`config.mk`:
```
export PLATFORM = sky130hd
export DESIGN_NAME = kbest_decision_out_flat
export DESIGN_NICKNAME = d
export VERILOG_FILES = /design/src/rtl/kbest_decision_out_if.sv /design/src/rtl/kbest_decision_out.sv /design/src/flat_wrapper.sv
export SDC_FILE = /design/constraint.sdc
export NUM_CORES = 2
export LEC_CHECK = 0
export BUFFER_PORTS_ARGS = -buffer_cell sky130_fd_sc_hd__buf_2
export CAP_MARGIN = 0
export CORE_MARGIN = 2
export CORE_UTILIZATION = 39
export CTS_BUF_LIST = sky130_fd_sc_hd__clkbuf_4
export DETAILED_ROUTE_END_ITERATION = 6
export GPL_TIMING_DRIVEN = 1
export HOLD_SLACK_MARGIN = 0.08
export PLACE_DENSITY = 0.66
export SYNTH_ARGS = -nofsm -noshare
export SYNTH_HDL_FRONTEND = slang
export SYNTH_SLANG_ARGS = --single-unit
```
`constraint.sdc`:
```
create_clock -name clk -period 5.6 [get_ports clk]
set_clock_uncertainty 0.2 [all_clocks]
set_input_delay 1.12 -clock clk [delete_from_list [all_inputs] [get_ports clk]]
set_output_delay 1.12 -clock clk [all_outputs]
set_load 0.02 [all_outputs]
```
`src/rtl/kbest_decision_out_if.sv`:
```
// Output-stage bus of the K-best detector: survivor list in, hard decision + LLRs out.
`ifndef ERR_WL
`define ERR_WL 12
`endif

interface kbest_decision_out_if #(
  parameter int N      = 4,
  parameter int LLR_WL = 8,
  parameter int ERR_WL = `ERR_WL
);
  logic                    in_valid;
  logic                    in_ready;
  logic [4*N*2-1:0]        path_in;
  logic [4*ERR_WL-1:0]     ped_in;
  logic                    out_valid;
  logic                    out_ready;
  logic [N*2-1:0]          out_bits;
  logic [N*2*LLR_WL-1:0]   out_llr;
  logic [ERR_WL-1:0]       out_ped;
  logic                    overflow;

  modport master (
    output in_valid, path_in, ped_in, out_ready,
    input  in_ready, out_valid, out_bits, out_llr, out_ped, overflow
  );

  modport slave (
    input  in_valid, path_in, ped_in, out_ready,
    output in_ready, out_valid, out_bits, out_llr, out_ped, overflow
  );
endinterface

```
`src/rtl/kbest_decision_out.sv`:
```
// Picks the min-PED survivor, derives max-log LLRs over the 4-path list and queues
// results in a small fall-through FIFO guarded by an advisory credit signal.
`ifndef ERR_WL
`define ERR_WL 12
`endif

module kbest_decision_out #(
  parameter int N      = 4,
  parameter int DEPTH  = 4,
  parameter int LLR_WL = 8,
  parameter int ERR_WL = `ERR_WL
) (
  input  logic                 clk,
  input  logic                 rst,
  kbest_decision_out_if.slave  bus
);
  localparam int PW   = N * 2;
  localparam int AW   = $clog2(DEPTH);
  localparam int CW   = AW + 1;
  localparam int LMAX = 2 ** (LLR_WL - 1) - 1;
  localparam logic [LLR_WL-1:0] LLR_POS = LLR_WL'(LMAX);
  localparam logic [LLR_WL-1:0] LLR_NEG = LLR_WL'(-LMAX);

  // S1: raw survivor list
  logic              v1_reg;
  logic [PW-1:0]     path1_reg [4];
  logic [ERR_WL-1:0] ped1_reg  [4];

  // S2: per-pair winner plus per-bit class minima, indexed [(pair*2+val)*PW+bit]
  logic              v2_reg;
  logic [PW-1:0]     ppath_next [2];
  logic [ERR_WL-1:0] pped_next  [2];
  logic [4*PW-1:0]   chas_next;
  logic [ERR_WL-1:0] cmin_next  [4*PW];
  logic [PW-1:0]     ppath2_reg [2];
  logic [ERR_WL-1:0] pped2_reg  [2];
  logic [4*PW-1:0]   chas2_reg;
  logic [ERR_WL-1:0] cmin2_reg  [4*PW];

  // S3: final decision
  logic               v3_reg;
  logic               b1_wins;
  logic [PW-1:0]      best_path_next;
  logic [ERR_WL-1:0]  best_ped_next;
  logic [PW*LLR_WL-1:0] llr_next;
  logic [PW-1:0]      bits3_reg;
  logic [ERR_WL-1:0]  ped3_reg;
  logic [PW*LLR_WL-1:0] llr3_reg;

  // FIFO
  logic [PW-1:0]        mem_bits [DEPTH];
  logic [ERR_WL-1:0]    mem_ped  [DEPTH];
  logic [PW*LLR_WL-1:0] mem_llr  [DEPTH];
  logic [AW-1:0]        wr_ptr_reg, rd_ptr_reg;
  logic [CW-1:0]        count_reg;
  logic                 overflow_reg;
  logic                 push, pop, in_ready, out_valid;

  // Credit counts everything already committed downstream of the input.
  assign in_ready  = (int'(count_reg) + int'(v1_reg) + int'(v2_reg) + int'(v3_reg)) < DEPTH;
  assign out_valid = (count_reg != '0);
  assign push      = v3_reg;
  assign pop       = out_valid & bus.out_ready;

  assign bus.in_ready  = in_ready;
  assign bus.out_valid = out_valid;
  assign bus.overflow  = overflow_reg;
  assign bus.out_bits  = out_valid ? mem_bits[rd_ptr_reg] : '0;
  assign bus.out_ped   = out_valid ? mem_ped[rd_ptr_reg]  : '0;
  assign bus.out_llr   = out_valid ? mem_llr[rd_ptr_reg]  : '0;

  for (genvar gi = 0; gi < 2; gi++) begin : g_pair
    logic b_wins;
    assign b_wins         = ped1_reg[2*gi+1] < ped1_reg[2*gi];
    assign pped_next[gi]  = b_wins ? ped1_reg[2*gi+1]  : ped1_reg[2*gi];
    assign ppath_next[gi] = b_wins ? path1_reg[2*gi+1] : path1_reg[2*gi];
    for (genvar gv = 0; gv < 2; gv++) begin : g_val
      for (genvar gb = 0; gb < PW; gb++) begin : g_bit
        logic ha, hb;
        assign ha = (path1_reg[2*gi][gb]   == 1'(gv));
        assign hb = (path1_reg[2*gi+1][gb] == 1'(gv));
        assign chas_next[(gi*2+gv)*PW+gb] = ha | hb;
        assign cmin_next[(gi*2+gv)*PW+gb] =
          (ha && (!hb || ped1_reg[2*gi] <= ped1_reg[2*gi+1])) ? ped1_reg[2*gi] : ped1_reg[2*gi+1];
      end
    end
  end

  // Pair 0 holds the lower path indices, so it wins ties.
  assign b1_wins        = pped2_reg[1] < pped2_reg[0];
  assign best_path_next = b1_wins ? ppath2_reg[1] : ppath2_reg[0];
  assign best_ped_next  = b1_wins ? pped2_reg[1]  : pped2_reg[0];

  for (genvar gb = 0; gb < PW; gb++) begin : g_llr
    logic                h0, h1;
    logic [ERR_WL-1:0]   m0, m1;
    logic signed [ERR_WL:0] diff;
    logic [LLR_WL-1:0]   llr_b;
    assign h0 = chas2_reg[gb] | chas2_reg[2*PW+gb];
    assign h1 = chas2_reg[PW+gb] | chas2_reg[3*PW+gb];
    assign m0 = (chas2_reg[gb] && (!chas2_reg[2*PW+gb] || cmin2_reg[gb] <= cmin2_reg[2*PW+gb]))
                ? cmin2_reg[gb] : cmin2_reg[2*PW+gb];
    assign m1 = (chas2_reg[PW+gb] && (!chas2_reg[3*PW+gb] || cmin2_reg[PW+gb] <= cmin2_reg[3*PW+gb]))
                ? cmin2_reg[PW+gb] : cmin2_reg[3*PW+gb];
    assign diff = $signed({1'b0, m1}) - $signed({1'b0, m0});
    always_comb begin
      llr_b = diff[LLR_WL-1:0];
      if (best_path_next[gb] ? !h0 : !h1)
        llr_b = best_path_next[gb] ? LLR_NEG : LLR_POS;
      else if (int'(diff) > LMAX)
        llr_b = LLR_POS;
      else if (int'(diff) < -LMAX)
        llr_b = LLR_NEG;
    end
    assign llr_next[gb*LLR_WL +: LLR_WL] = llr_b;
  end

  always_ff @(posedge clk or negedge rst) begin
    if (!rst) begin
      v1_reg <= 1'b0;
      v2_reg <= 1'b0;
      v3_reg <= 1'b0;
      for (int i = 0; i < 4; i++) begin
        path1_reg[i] <= '0;
        ped1_reg[i]  <= '0;
      end
      for (int i = 0; i < 2; i++) begin
        ppath2_reg[i] <= '0;
        pped2_reg[i]  <= '0;
      end
      for (int i = 0; i < 4*PW; i++) cmin2_reg[i] <= '0;
      chas2_reg <= '0;
      bits3_reg <= '0;
      ped3_reg  <= '0;
      llr3_reg  <= '0;
    end else begin
      v1_reg     <= bus.in_valid & in_ready;
      for (int i = 0; i < 4; i++) begin
        path1_reg[i] <= bus.path_in[i*PW +: PW];
        ped1_reg[i]  <= bus.ped_in[i*ERR_WL +: ERR_WL];
      end
      v2_reg     <= v1_reg;
      ppath2_reg <= ppath_next;
      pped2_reg  <= pped_next;
      chas2_reg  <= chas_next;
      cmin2_reg  <= cmin_next;
      v3_reg     <= v2_reg;
      bits3_reg  <= best_path_next;
      ped3_reg   <= best_ped_next;
      llr3_reg   <= llr_next;
    end
  end

  always_ff @(posedge clk) begin
    if (push) begin
      mem_bits[wr_ptr_reg] <= bits3_reg;
      mem_ped[wr_ptr_reg]  <= ped3_reg;
      mem_llr[wr_ptr_reg]  <= llr3_reg;
    end
  end

  always_ff @(posedge clk or negedge rst) begin
    if (!rst) begin
      wr_ptr_reg   <= '0;
      rd_ptr_reg   <= '0;
      count_reg    <= '0;
      overflow_reg <= 1'b0;
    end else begin
      if (push) wr_ptr_reg <= wr_ptr_reg + AW'(1);
      if (pop)  rd_ptr_reg <= rd_ptr_reg + AW'(1);
      if (push && !pop)      count_reg <= count_reg + CW'(1);
      else if (pop && !push) count_reg <= count_reg - CW'(1);
      if (bus.in_valid && !in_ready) overflow_reg <= 1'b1;
    end
  end
endmodule

```
`src/flat_wrapper.sv`:
```
// flat-port wrapper written by rule: the top's interface ports become plain ports
module kbest_decision_out_flat 
#(
  parameter int N      = 4,
  parameter int DEPTH  = 4,
  parameter int LLR_WL = 8,
  parameter int ERR_WL = `ERR_WL
)
  (clk, rst, bus_in_valid, bus_path_in, bus_ped_in, bus_out_ready, bus_in_ready, bus_out_valid, bus_out_bits, bus_out_llr, bus_out_ped, bus_overflow);
  kbest_decision_out_if #(.N(N), .LLR_WL(LLR_WL), .ERR_WL(ERR_WL)) bus_i ();
  input  logic clk;
  input  logic rst;
  input wire logic [$bits(bus_i.in_valid)-1:0] bus_in_valid;
  input wire logic [$bits(bus_i.path_in)-1:0] bus_path_in;
  input wire logic [$bits(bus_i.ped_in)-1:0] bus_ped_in;
  input wire logic [$bits(bus_i.out_ready)-1:0] bus_out_ready;
  output wire logic [$bits(bus_i.in_ready)-1:0] bus_in_ready;
  output wire logic [$bits(bus_i.out_valid)-1:0] bus_out_valid;
  output wire logic [$bits(bus_i.out_bits)-1:0] bus_out_bits;
  output wire logic [$bits(bus_i.out_llr)-1:0] bus_out_llr;
  output wire logic [$bits(bus_i.out_ped)-1:0] bus_out_ped;
  output wire logic [$bits(bus_i.overflow)-1:0] bus_overflow;
  assign bus_i.in_valid = bus_in_valid;
  assign bus_i.path_in = bus_path_in;
  assign bus_i.ped_in = bus_ped_in;
  assign bus_i.out_ready = bus_out_ready;
  assign bus_in_ready = bus_i.in_ready;
  assign bus_out_valid = bus_i.out_valid;
  assign bus_out_bits = bus_i.out_bits;
  assign bus_out_llr = bus_i.out_llr;
  assign bus_out_ped = bus_i.out_ped;
  assign bus_overflow = bus_i.overflow;
  kbest_decision_out #(.N(N), .DEPTH(DEPTH), .LLR_WL(LLR_WL), .ERR_WL(ERR_WL)) u_core (.clk(clk), .rst(rst), .bus(bus_i));
endmodule
```
==> report_table.html <==
<table>
<tr><th>Metric</th><th>Value</th></tr>
<tr><th colspan="2">Placement</th></tr>
<tr><td>Routability Congestion</td><td>0.910</td></tr>
<tr><td>Hpwl dp</td><td>approximately 86 mm</td></tr>
<tr><td>Post-Place Cells</td><td>approximately 5500</td></tr>
<tr><td>Number of buffers added on ports</td><td>170</td></tr>
<tr><th colspan="2">Yosys</th></tr>
<tr><td>Top flip-flop cell by instance count after synthesis</td><td>sky130_fd_sc_hd__dfrtp_1</td></tr>
<tr><td>Mapped Cells</td><td>between 3000 and 4000</td></tr>
<tr><td>Sequential fraction of the synthesis area</td><td>a little over half</td></tr>
<tr><td>Cell type with the highest aggregate area in the netlist</td><td>sky130_fd_sc_hd__dfrtp_1</td></tr>
<tr><td>Yosys Warn Count</td><td>0</td></tr>
<tr><td>Post-synth top cells</td><td>sky130_fd_sc_hd__dfrtp_1, sky130_fd_sc_hd__mux2_2, sky130_fd_sc_hd__edfxtp_1, sky130_fd_sc_hd__ha_1, sky130_fd_sc_hd__inv_1</td></tr>
<tr><td>Post-synth EDFFs</td><td>roughly 340</td></tr>
<tr><td>Cell with the most instances after synthesis</td><td>sky130_fd_sc_hd__dfrtp_1</td></tr>
<tr><td>Number of distinct library cells after synthesis</td><td>a little under 100</td></tr>
<tr><td>Combined area of all synthesized cells</td><td>~48000 sq um</td></tr>
<tr><td>Mapped Nets</td><td>around 4200</td></tr>
<tr><td>Area contributors post-synth</td><td>sky130_fd_sc_hd__dfrtp_1, sky130_fd_sc_hd__edfxtp_1, sky130_fd_sc_hd__mux2_2, sky130_fd_sc_hd__ha_1, sky130_fd_sc_hd__mux4_2</td></tr>
<tr><td>Total of flip-flops plus latches after synthesis</td><td>967</td></tr>
<tr><td>Ys async rst share</td><td>roughly two thirds</td></tr>
<tr><td>Mean cell area of the mapped netlist</td><td>13.0 sq um</td></tr>
<tr><td>Fraction of post-synthesis cell area in the top cell type by area</td><td>about a third</td></tr>
<tr><th colspan="2">Detailed routing</th></tr>
<tr><td>Met1 layer wirelength in the final routing</td><td>around 63 mm</td></tr>
<tr><td>Initial DRT Pass Iterations</td><td>6</td></tr>
<tr><td>Amount of wire on met3 after detailed routing</td><td>between 9 and 10 mm</td></tr>
<tr><td>DRC violation count after routing</td><td>0</td></tr>
<tr><td>Met2 WL</td><td>roughly 62 mm</td></tr>
<tr><td>Routed vias</td><td>approximately 32000</td></tr>
<tr><td>Via/cell ratio</td><td>roughly 5.3</td></tr>
<tr><td>Routed wire length</td><td>about 140 mm</td></tr>
<tr><td>Antenna Violating Nets Remaining</td><td>0</td></tr>
<tr><td>Average wire per standard cell</td><td>between 20 and 25 microns</td></tr>
<tr><td>Highest layer used for signal routing</td><td>met4</td></tr>
<tr><td>DRC violation total after the first TritonRoute iteration</td><td>2484</td></tr>
<tr><th colspan="2">Worst hold path</th></tr>
<tr><td>Class of the tightest hold or removal check</td><td>flip-flop to flip-flop</td></tr>
<tr><th colspan="2">Power and ir drop</th></tr>
<tr><td>Static power due to leakage</td><td>roughly 24 nW</td></tr>
<tr><td>Worst IR Drop VDD</td><td>between 0.2 and 0.3 mV</td></tr>
<tr><td>Power density relative to cell area</td><td>around 430 nW/um^2</td></tr>
<tr><th colspan="2">Critical path</th></tr>
<tr><td>Type of the setup path with the least slack</td><td>flip-flop to flip-flop</td></tr>
<tr><td>Crit start category</td><td>flip-flop</td></tr>
<tr><td>Arr. time, crit path</td><td>approximately 6100 ps</td></tr>
<tr><td>Critical Path End Type</td><td>flip-flop</td></tr>
<tr><td>Critical path data required time</td><td>approximately 6400 ps</td></tr>
<tr><td>Largest fanout on the critical path</td><td>12</td></tr>
<tr><th colspan="2">CTS</th></tr>
<tr><td>Buffer depth of the longest clock path</td><td>4</td></tr>
<tr><td>Level count of the clock H-tree</td><td>5</td></tr>
<tr><td>Source-to-sink clock delay at the later pin of the worst-skew pair</td><td>around 1200 ps</td></tr>
<tr><td>Clock tree from TritonCTS</td><td>built</td></tr>
<tr><td>Setup fix buffers added after clock tree synthesis</td><td>0</td></tr>
<tr><td>Clock root buffer</td><td>sky130_fd_sc_hd__clkbuf_4</td></tr>
<tr><td>Clock tree sinks</td><td>between 900 and 1000</td></tr>
<tr><td>Total CTS buffers</td><td>about 280</td></tr>
<tr><td>Clock edge transition at the registers on the reported setup and hold paths</td><td>about 70 ps</td></tr>
<tr><th colspan="2">Global routing</th></tr>
<tr><td>Vias in the first global route</td><td>~33000</td></tr>
<tr><td>Largest net degree at the start of global routing</td><td>between 100 and 150</td></tr>
<tr><td>Global-route wire length before repair</td><td>207 mm</td></tr>
<tr><td>Number of antenna violations at the first check in global routing</td><td>13</td></tr>
<tr><td>All-layer global routing usage</td><td>22.0%</td></tr>
<tr><td>GRT overflow</td><td>0</td></tr>
<tr><th colspan="2">Die</th></tr>
<tr><td>Placement row count</td><td>between 100 and 150</td></tr>
<tr><td>Number of primary I/O pins</td><td>about 170</td></tr>
<tr><td>Die extent in x</td><td>~360 microns</td></tr>
<tr><td>Effective utilization at floorplan</td><td>about two fifths</td></tr>
<tr><td>Vertical die dimension</td><td>356 microns</td></tr>
<tr><td>Die Footprint</td><td>about 130000 sq um</td></tr>
<tr><td>Placeable Area</td><td>roughly 120000 sq um</td></tr>
<tr><th colspan="2">Timing</th></tr>
<tr><td>Setup TNS</td><td>0 ps</td></tr>
<tr><td>RSZ-0062 raised after global routing</td><td>no</td></tr>
<tr><td>Worst slew slack as a fraction of its limit</td><td>about a third</td></tr>
<tr><td>Maximum clock frequency</td><td>0.188 GHz</td></tr>
<tr><td>Share of the clock period used by the worst path after layout</td><td>between 90% and 100%</td></tr>
<tr><td>Final max-slew violation count</td><td>0</td></tr>
<tr><td>Number of hold violations in the final report</td><td>0</td></tr>
<tr><td>Slew at the pin closest to its max-slew limit</td><td>between 1000 and 1500 ps</td></tr>
<tr><td>Post-layout minimum cycle time</td><td>approximately 5300 ps</td></tr>
<tr><td>Setup-failing EPs final</td><td>0</td></tr>
<tr><th colspan="2">Final layout</th></tr>
<tr><td>Fill cell total of the finished layout</td><td>approximately 11000</td></tr>
<tr><td>Number of flip-flops in the largest register</td><td>384</td></tr>
<tr><td>Cell Count, Final, Fillers Out</td><td>between 6000 and 7000</td></tr>
<tr><td>Area growth from synthesis to layout</td><td>15.9%</td></tr>
<tr><td>Proportion of layout cells with a drive suffix above 1</td><td>a little under a third</td></tr>
<tr><td>Layout net count</td><td>approximately 4700</td></tr>
<tr><th colspan="2">Run status</th></tr>
<tr><td>Result of the run</td><td>completed</td></tr>
<tr><th colspan="2">Job</th></tr>
<tr><td>Number of maximum-capacitance violations</td><td>0</td></tr>
</table>
[final cells by class]
type                       count  area (sq um)  area share (%)
timing repair buffer         379          2700            4.82
clock inverter                58           312           0.556
inverter                     293          1100            1.96
antenna                       12          30.0          0.0536
clock buffer                 415          3120            5.56
multi-input combinational   2324         20800            37.2
tap                         1637          2050            3.66
sequential                   967         25900            46.2
[report_power, final]
part / internal, mW / switching, mW
clock: 3.51 / 2.94
sequential: 8.76 / 0.736
combinational: 3.52 / 4.82
total: 15.8 / 8.50
[per-stage QoR]
step	hold slack, ps	instance area, sq um	total power, mW	worst slack, ps	utilization (%)
after floorplan	154	48300	15.2	690	-
after global placement	164	51700	17.8	355	41.9
after detailed placement	171	51700	18.0	295	41.9
after CTS	195	56000	24.6	287	45.4
after global routing	214	56000	25.8	27.8	45.4
final	186	56000	24.3	278	45.4
[final timing paths]
check / endpoint / from / depth (start not counted) / slack (ps)
max reg2reg: u_core.llr3_reg[20]$_DFF_PN0_ / u_core.cmin2_reg[157]$_DFF_PN0_ / 21 / 280
max: u_core.llr3_reg[20]$_DFF_PN0_ / u_core.cmin2_reg[157]$_DFF_PN0_ / 21 / 280
min: u_core.push$_DFF_PN0_ / u_core.v2_reg$_DFF_PN0_ / 0 / 190
max in group asynchronous: u_core.cmin2_reg[350]$_DFF_PN0_ / rst / 3 / 3550
min reg2reg: u_core.push$_DFF_PN0_ / u_core.v2_reg$_DFF_PN0_ / 0 / 190
min in group asynchronous: u_core.cmin2_reg[132]$_DFF_PN0_ / rst / 2 / 400
[layout by cell type, fill, tap and decap left out, types with 18 or more instances in the layout]
| cell | count |
|---|---|
| sky130_fd_sc_hd__a21o_1 | 58 |
| sky130_fd_sc_hd__buf_2 | 169 |
| sky130_fd_sc_hd__mux2_2 | 512 |
| sky130_fd_sc_hd__o31ai_1 | 18 |
| sky130_fd_sc_hd__nor2_1 | 121 |
| sky130_fd_sc_hd__o21bai_1 | 25 |
| sky130_fd_sc_hd__nand2b_1 | 32 |
| sky130_fd_sc_hd__nor2b_1 | 25 |
| sky130_fd_sc_hd__and2_1 | 89 |
| sky130_fd_sc_hd__mux4_2 | 84 |
| sky130_fd_sc_hd__o21ai_0 | 179 |
| sky130_fd_sc_hd__dfrtp_1 | 627 |
| sky130_fd_sc_hd__xnor2_1 | 36 |
| sky130_fd_sc_hd__clkinv_1 | 36 |
| sky130_fd_sc_hd__xor2_1 | 33 |
| sky130_fd_sc_hd__edfxtp_1 | 336 |
| sky130_fd_sc_hd__ha_1 | 330 |
| sky130_fd_sc_hd__nor3_1 | 19 |
| sky130_fd_sc_hd__buf_4 | 121 |
| sky130_fd_sc_hd__nand3_1 | 28 |
| sky130_fd_sc_hd__o21a_1 | 35 |
| sky130_fd_sc_hd__or2_2 | 40 |
| sky130_fd_sc_hd__a21oi_1 | 125 |
| sky130_fd_sc_hd__dlygate4sd3_1 | 83 |
| sky130_fd_sc_hd__nand2_1 | 148 |
| sky130_fd_sc_hd__nand4_1 | 48 |
| sky130_fd_sc_hd__clkbuf_4 | 415 |
| sky130_fd_sc_hd__inv_1 | 292 |
| sky130_fd_sc_hd__mux2i_1 | 108 |
[worst max-delay path, stage by stage (launching register included)]
cell and delay [ps]:
sky130_fd_sc_hd__dfrtp_1 370, sky130_fd_sc_hd__inv_1 50, sky130_fd_sc_hd__ha_1 290, sky130_fd_sc_hd__nor2b_1 130, sky130_fd_sc_hd__o21ai_0 140, sky130_fd_sc_hd__nand2b_1 90
sky130_fd_sc_hd__a21oi_1 180, sky130_fd_sc_hd__nor3_1 90, sky130_fd_sc_hd__a2111oi_0 340, sky130_fd_sc_hd__buf_4 200, sky130_fd_sc_hd__o21a_1 130, sky130_fd_sc_hd__buf_4 260
sky130_fd_sc_hd__mux2i_1 120, sky130_fd_sc_hd__ha_1 360, sky130_fd_sc_hd__nor2_1 90, sky130_fd_sc_hd__a211oi_1 480, sky130_fd_sc_hd__nor2_1 160, sky130_fd_sc_hd__mux2i_1 150
sky130_fd_sc_hd__a2111oi_1 510, sky130_fd_sc_hd__nand4_1 310, sky130_fd_sc_hd__a31oi_1 320, sky130_fd_sc_hd__o21ai_0 170
[timing repair]
action | CTS | global route
endpoints found under the setup margin | 0 | 21
endpoints found under the hold margin | 182 | 0
hold buffers | 83 | 0
gates resized for setup | 0 | 8
[routing by layer]
layer / global-route usage (%) / up-vias
li1: - / 14755
met1: 31.0 / 16221
met2: 33.4 / 1120
met3: 4.56 / 248
met4: 7.92 / 0
met5: 0 / -
[kinds of logic (layout without fill, tap and decap cells)]
family	count (synthesis)	count (layout)	share of synthesized area (%)
AO/OA/AOI/OAI	596	596	7.99
XOR/XNOR	69	69	1.25
multiplexers	705	705	18.1
AND/OR/NAND/NOR	614	614	6.62
other	0	12	0
adder cells (fa/ha/maj)	340	340	8.94
buffers and inverters	436	1145	3.51
flip-flops	967	967	53.5
Power figures use the tool's default switching activity.
